[config.mk]
export PLATFORM = sky130hd
export DESIGN_NAME = led_chaser
export DESIGN_NICKNAME = d
export VERILOG_FILES = /design/src/rtl/led_chaser.sv
export SDC_FILE = /design/constraint.sdc
export NUM_CORES = 1
export LEC_CHECK = 0
export ABC_AREA = 1
export CORE_AREA = 5 5 91 93
export CTS_BUF_LIST = sky130_fd_sc_hd__clkbuf_8
export CTS_CLUSTER_DIAMETER = 100
export DETAILED_ROUTE_END_ITERATION = 10
export DIE_AREA = 0 0 96 98
export HOLD_SLACK_MARGIN = 0.15
export MAX_ROUTING_LAYER = met4
export PLACE_DENSITY = 0.76
export SYNTH_ARGS = -nofsm -noshare
export SYNTH_HDL_FRONTEND = slang
export SYNTH_SLANG_ARGS = --single-unit
[constraint.sdc]
create_clock -name clk -period 1.94 [get_ports clk]
set_clock_uncertainty 0.05 [all_clocks]
set_input_delay 0.388 -clock clk [delete_from_list [all_inputs] [get_ports clk]]
set_output_delay 0.388 -clock clk [all_outputs]
set_load 0.01 [all_outputs]
[src/rtl/led_chaser.sv]
// Parametrised dual-rate LED chaser: prescaler-driven enable ticks feed two
// pattern channels rendered as dual rotate, bounce, fill bar or freeze.
module led_chaser #(
   parameter int WIDTH  = 16,
   parameter int BAR_W  = 3,
   parameter int FAST_W = 23,
   parameter int SLOW_W = 25
) (
   input  logic             clk,
   input  logic             rst_n,
   input  logic             en,
   input  logic             speed,
   input  logic [1:0]       mode,
   input  logic             restart,
   output logic [WIDTH-1:0] led,
   output logic             cycle_done
);

   localparam int PW = $clog2(WIDTH);
   localparam int LW = $clog2(WIDTH + 1);

   localparam logic [WIDTH-1:0] A_INIT  = {1'b1, {(WIDTH-1){1'b0}}};
   localparam logic [WIDTH-1:0] B_INIT  = {{(WIDTH-BAR_W){1'b0}}, {BAR_W{1'b1}}};
   localparam logic [PW-1:0]    POS_MAX = PW'(WIDTH - 1);
   localparam logic [LW-1:0]    LVL_MAX = LW'(WIDTH);

   typedef enum logic [1:0] {
      MODE_DUAL   = 2'b00,
      MODE_BOUNCE = 2'b01,
      MODE_FILL   = 2'b10,
      MODE_FREEZE = 2'b11
   } mode_t;

   typedef enum logic {
      DIR_DOWN = 1'b0,
      DIR_UP   = 1'b1
   } dir_t;

   logic [SLOW_W-1:0] presc, presc_n;
   logic [WIDTH-1:0]  a, a_n;
   logic [WIDTH-1:0]  b, b_n;
   logic [PW-1:0]     pos, pos_n;
   dir_t              dir, dir_n;
   logic [LW-1:0]     level, level_n;
   mode_t             mode_q, mode_n;
   logic              done_n;

   logic fast_tick, slow_tick, tick_a, tick_b;

   assign fast_tick = &presc[FAST_W-1:0];
   assign slow_tick = &presc;
   assign tick_a    = speed ? slow_tick : fast_tick;
   assign tick_b    = speed ? fast_tick : slow_tick;

   // Restart beats a mode change, which beats any tick landing in the same clk.
   always_comb begin
      // NOTE: every next-state value defaults to "hold" before any branch, so
      // no path leaves a variable unassigned and no latch is inferred.
      presc_n = presc + 1'b1;
      a_n     = a;
      b_n     = b;
      pos_n   = pos;
      dir_n   = dir;
      level_n = level;
      mode_n  = mode_q;
      done_n  = 1'b0;

      if (restart || (mode != mode_q)) begin
         if (restart)
            presc_n = '0;
         mode_n  = mode_t'(mode);
         a_n     = A_INIT;
         b_n     = B_INIT;
         pos_n   = POS_MAX;
         dir_n   = DIR_DOWN;
         level_n = '0;
      end else if (en) begin
         case (mode_q)
            MODE_DUAL: begin
               if (tick_a) begin
                  a_n    = {a[0], a[WIDTH-1:1]};
                  done_n = a[0];
               end
               if (tick_b)
                  b_n = {b[WIDTH-2:0], b[WIDTH-1]};
            end
            MODE_BOUNCE: begin
               if (tick_a) begin
                  // The end-stop turnaround and the step happen in one tick,
                  // so neither end position is shown twice.
                  if (dir == DIR_DOWN) begin
                     if (pos == '0) begin
                        pos_n = PW'(1);
                        dir_n = DIR_UP;
                     end else begin
                        pos_n = pos - 1'b1;
                     end
                  end else begin
                     if (pos == POS_MAX) begin
                        pos_n = POS_MAX - 1'b1;
                        dir_n = DIR_DOWN;
                     end else begin
                        pos_n = pos + 1'b1;
                     end
                  end
                  done_n = (pos_n == POS_MAX);
               end
            end
            MODE_FILL: begin
               if (tick_a) begin
                  if (level == LVL_MAX) begin
                     level_n = '0;
                     done_n  = 1'b1;
                  end else begin
                     level_n = level + 1'b1;
                  end
               end
            end
            default: ;
         endcase
      end
   end

   // NOTE: sequential state uses non-blocking assignments so every register
   // samples the pre-edge values regardless of statement order.
   always_ff @(posedge clk or negedge rst_n) begin
      if (!rst_n) begin
         presc      <= '0;
         a          <= A_INIT;
         b          <= B_INIT;
         pos        <= POS_MAX;
         dir        <= DIR_DOWN;
         level      <= '0;
         mode_q     <= MODE_DUAL;
         cycle_done <= 1'b0;
      end else begin
         presc      <= presc_n;
         a          <= a_n;
         b          <= b_n;
         pos        <= pos_n;
         dir        <= dir_n;
         level      <= level_n;
         mode_q     <= mode_n;
         cycle_done <= done_n;
      end
   end

   always_comb begin
      led = a | b;
      case (mode_q)
         MODE_BOUNCE: begin
            led      = '0;
            led[pos] = 1'b1;
         end
         MODE_FILL: begin
            for (int i = 0; i < WIDTH; i++)
               led[i] = (level > LW'(i));
         end
         default: led = a | b;
      endcase
   end

endmodule

# After elaboration in Yosys (flattened, before gate mapping)

Index checks and enable logic that the tools add are counted.

Register bits: 70
Word-level logic and storage cells: 98

$add $sub $neg: 4
Order comparisons: 18
Equality and inequality tests: 6
Multiplexer cells: 45
Bitwise gates (word level): 1
Reduce and logical (&&, ||, !) cells: 16

Operator list:

| operator                                                                            | count |
|---|---|
| 16-bit 2-to-1 mux                                                                   | 8 |
| 25-bit 2-to-1 mux                                                                   | 2 |
| 4-bit 2-to-1 mux                                                                    | 11 |
| 5-bit by 4-bit > comparator with 1-bit output, second input constant                | 8 |
| 16-bit one-hot mux with 2 select lines                                              | 1 |
| 25-bit by 1-bit adder with 25-bit output, second input constant                     | 1 |
| 5-bit 2-to-1 mux                                                                    | 5 |
| 25-bit AND reduction                                                                | 1 |
| 23-bit AND reduction                                                                | 1 |
| 5-bit by 3-bit > comparator with 1-bit output, second input constant                | 4 |
| 1-bit 2-to-1 mux                                                                    | 16 |
| 16-bit OR                                                                           | 1 |
| 3-bit AND reduction                                                                 | 4 |
| 2-bit nonzero test                                                                  | 6 |
| 5-bit by 1-bit > comparator with 1-bit output, second input constant                | 2 |
| 5-bit by 2-bit > comparator with 1-bit output, second input constant                | 2 |
| 4-bit equality test, second input constant                                          | 2 |
| 5-bit by 1-bit adder with 5-bit output, second input constant                       | 1 |
| 5-bit equality test, second input constant                                          | 1 |
| 4-bit by 5-bit less-than comparator with 1-bit output, second input constant        | 1 |
| 4-bit by 1-bit adder with 4-bit output, second input constant                       | 1 |
| 1-bit demux with 4-bit select                                                       | 1 |
| 4-bit by 1-bit greater-or-equal comparator with 1-bit output, second input constant | 1 |
| 4-bit zero test                                                                     | 1 |
| 8 further kinds                                                                     | 8 |

# Logic depth before layout (Yosys ltp)

Depth in word-level cells: 12
Mapped depth: 12

# Worst setup path after synthesis

Ideal clock, no wire load.

Path type: reg2out
Start point: reg mode_q[0]
End point: out led[10]
Arrival: 1,502 ps
Slack: 0 ps
Cell stages (with the launch flop): 6
Buffers on the path: 1
Cell sequence: dfrtp_1 inv_1 ha_1 clkinv_1 clkbuf_1 o21ai_0

Cells in the longest elaborated chain, start to end: 2
Elaborated cells between the ends (all ways): 3
Those cells by class: 2 x eq/ne; 1 x mux

Ends and longest elaborated chain:

| item                                                                                  | line | text |
|---|---|---|
| start: declaration                                                                    | 45   | `mode_t mode_q, mode_n;` |
| start signal: assignment                                                              | 143  | `mode_q <= mode_n;` |
| 2-bit equality test or 2-bit by 1-bit equality test with 1-bit output (tied branches) | 150  | `case (mode_q)` |
| 16-bit one-hot mux with 2 select lines (*)                                            | 150  |  |
| end: declaration                                                                      | 15   | `output logic [WIDTH-1:0] led,` |

Every way passes the cells marked *; elsewhere a longest branch is shown, timed or not.

# Final worst setup path

Start point: reg mode_q[1]
End point: out led[1]

The elaborated chain is that of the path after synthesis.

==> flow_summary.toml <==
[layout]
layout.nets = 724
final_common_cell = "nand2_1"
drive_above_1_share = 0.3559
layout_common_cells = "nand2_1 (160), buf_4 (71), dfrtp_1 (60)"
area_growth_pct = 42.34
diodes = 0
nFillCells = 445

[global_route]
grt_pass1_vias = 4477
grt.overflow.total = 0
grt_max_degree = 58
grt_usage = 0.2945
grt_antenna_before_repair = 0
grt_pass1_wl_um = 21180

[routing]
first_pass_iters = 5
vias = 4883
detail-route-antenna-nets = 0
routed_wl_um = 14830
routedWlPerCell_um = 18.31
drtIter0Drc = 410
vias_per_cell = 6.028
drc = 0

[critical_path]
start_kind = "flip-flop"
reg2reg_slack_ps = -10
path_class = "reg2out"
endpoint_kind = "output port"
cp_max_fo = 6
arrival_ps = 1860
r2r.worst_path.cells = 14
reg2reg_to = "a[1]"
r2r-start = "mode_q[0]"
crit_required_ps = 1500

[clock_network]
cts.path.max_buffers = 2
clk_latency_ps = 370
cts_htree_levels = 3
cts_made_buffers = 9
path_clk_slew_ps = 90
numClockSinks = 70
cts_root_buf = "clkbuf_8"
cts_tree = "yes"

[sta]
min_period_over_period = 1.186
period_needed_ps = 2300
finalSetupViolations = 20
fmax_mhz = 434.7
hold_ws_ps = 428.8
worstMarginPinSlew_ps = 390.0
fin_ws_ps = -360.5
rsz0062_at_grt = "true"
timing_hold_violations_final = 0
drv_slew = 0
relSlewSlack = 0.7400

[run_status]
violations = "setup timing"
status = "finished with violations"

[yosys]
synthArstFlopShare = 1.000
synth_cell_types = 37
yosysTopAreaCell = "dfrtp_1"
synth_seq_area_share = 0.4069
syn_inst = 591
syn_area_per_cell_um2 = 7.325
synth_warnings = 0
ys.flop_type = "dfrtp_1"
synth_area_um2 = 4329
synth_seq_cells = 70
yosys.area.top_type_share = 0.3584
synth_nets = 612
synth_edf_count = 0
netlist_top_cells_area = "dfrtp_1 (36%), nand2_1 (14%), nand4_1 (5.3%)"

[die]
start_util = 0.5813
dieArea_um2 = 9408
num_rows = 32
fp.dieH_um = 98
die_width_um = 96
core-area_um2 = 7447
ioPinCount = 24

[placed_design]
place_congestion = 0.9540
place_ws_ps = -492.1
post-dp-hpwl_um = 8506
io_buffers = 23

[power_and_ir_drop]
leakagePower_nw = 2.898
p_seq_frac = 0.412
ir_worst_vdd_mv = 0.4497
switching_power_w = 0.001300
power_switching_share = 0.3443
clockPowerShare = 0.310
internal-power_w = 0.002475
power_frac_comb = 0.278
cellPowerDensity_nw_per_um2 = 612.7

[worst_hold_path]
min_path_type = "in2async"

[job]
drv_cap = 0
-- cell usage after synthesis, drive strengths merged, types with 8 or more instances --
| cell | instances |
|---|---|
| dfrtp | 62 |
| a31oi | 9 |
| nor3 | 21 |
| nand3 | 47 |
| a21oi | 24 |
| nand4 | 37 |
| nor2 | 66 |
| dfstp | 8 |
| ha | 14 |
| inv | 52 |
| clkbuf | 13 |
| o21ai | 30 |
| nand2 | 176 |
| buf | 11 |
-- state kept, by name, summed over array words and instances (netlist names) --
signal,flops
presc,25
a,16
cycle_done,1
b,16
dir,1
level,5
pos,4
mode_q,2
-- worst max path at each step --
stage / start / to / slack, ps / cells after the start
floorplan: mode_q[0] / led[10] / 0.3 / 5
global route: mode_q[1] / led[1] / -390 / 8
detailed placement: mode_q[0] / led[4] / -490 / 6
finish: mode_q[1] / led[1] / -360 / 8
global placement: mode_q[0] / led[4] / -460 / 6
CTS: pos[1] / led[4] / -260 / 7
-- area by class of cell --
type                       instances  area [um2]  share of cell area
multi-input combinational        445        2733              0.4435
sequential                        70        1764              0.2863
timing repair buffer             124        1135              0.1842
inverter                          53       217.7             0.03533
tap                              102       127.6             0.02071
clock buffer                       9       123.9             0.02010
clock inverter                     7       61.31            0.009949
-- metrics by stage --
| stage | instance area, um2 | utilization | power, W | cells | TNS (ps) |
|---|---|---|---|---|---|
| after global placement | 5106 | 0.6857 | 0.002280 | 760 | -9179 |
| after detailed placement | 5106 | 0.6857 | 0.002290 | 760 | -10900 |
| after global routing | 6162 | 0.8275 | 0.003916 | 810 | -6579 |
| after CTS | 5647 | 0.7582 | 0.003568 | 792 | -3383 |
| final | 6162 | 0.8275 | 0.003775 | 810 | -4522 |
| after floorplan | 4329 | - | 0.001928 | 591 | 0 |
-- layer usage --
metal  vias to the layer above  GRT usage  wire length, um
met4                         0     0.1389              886
met1                      2312     0.3762             5636
met2                       289     0.4594             7271
li1                       2191          -                -
met3                        91    0.03852             1036
met5                         -          -                0
-- critical path, cell delays in order, from the launching register on --
cell and delay [ps]:
dfrtp_1 410, inv_2 100, buf_4 130, ha_4 190
nand2_2 90, inv_4 100, a21oi_2 60, a31oi_1 240
buf_2 170
-- timing repair --
action,4_1_cts,5_1_grt
hold endpoints to repair,9,0
gates cloned,0,5
hold buffers,1,0
pin swaps,21,41
resized for setup,148,70
endpoints found under the setup margin,16,53
buffers inserted,16,15
-- cell families after synthesis --
logic type | Yosys count | share of synthesized area
fa+ha+maj | 14 | 0.04046
buf+inv | 77 | 0.07745
flops | 70 | 0.4069
compound gates | 69 | 0.08671
xor+xnor | 6 | 0.01214
simple gates | 355 | 0.3763
-- power groups by stage --
stage	registers, W	logic [W]	clock network [W]
6_report	0.00156	0.00105	0.00117
5_1_grt	0.00156	0.00111	0.00125
4_1_cts	0.00155	0.000854	0.00117
3_5_place_dp	0.00158	0.000713	0
3_3_place_gp	0.00157	0.000705	0
2_1_floorplan	0.00156	0.000364	0
(Power assumes the default switching activity.)
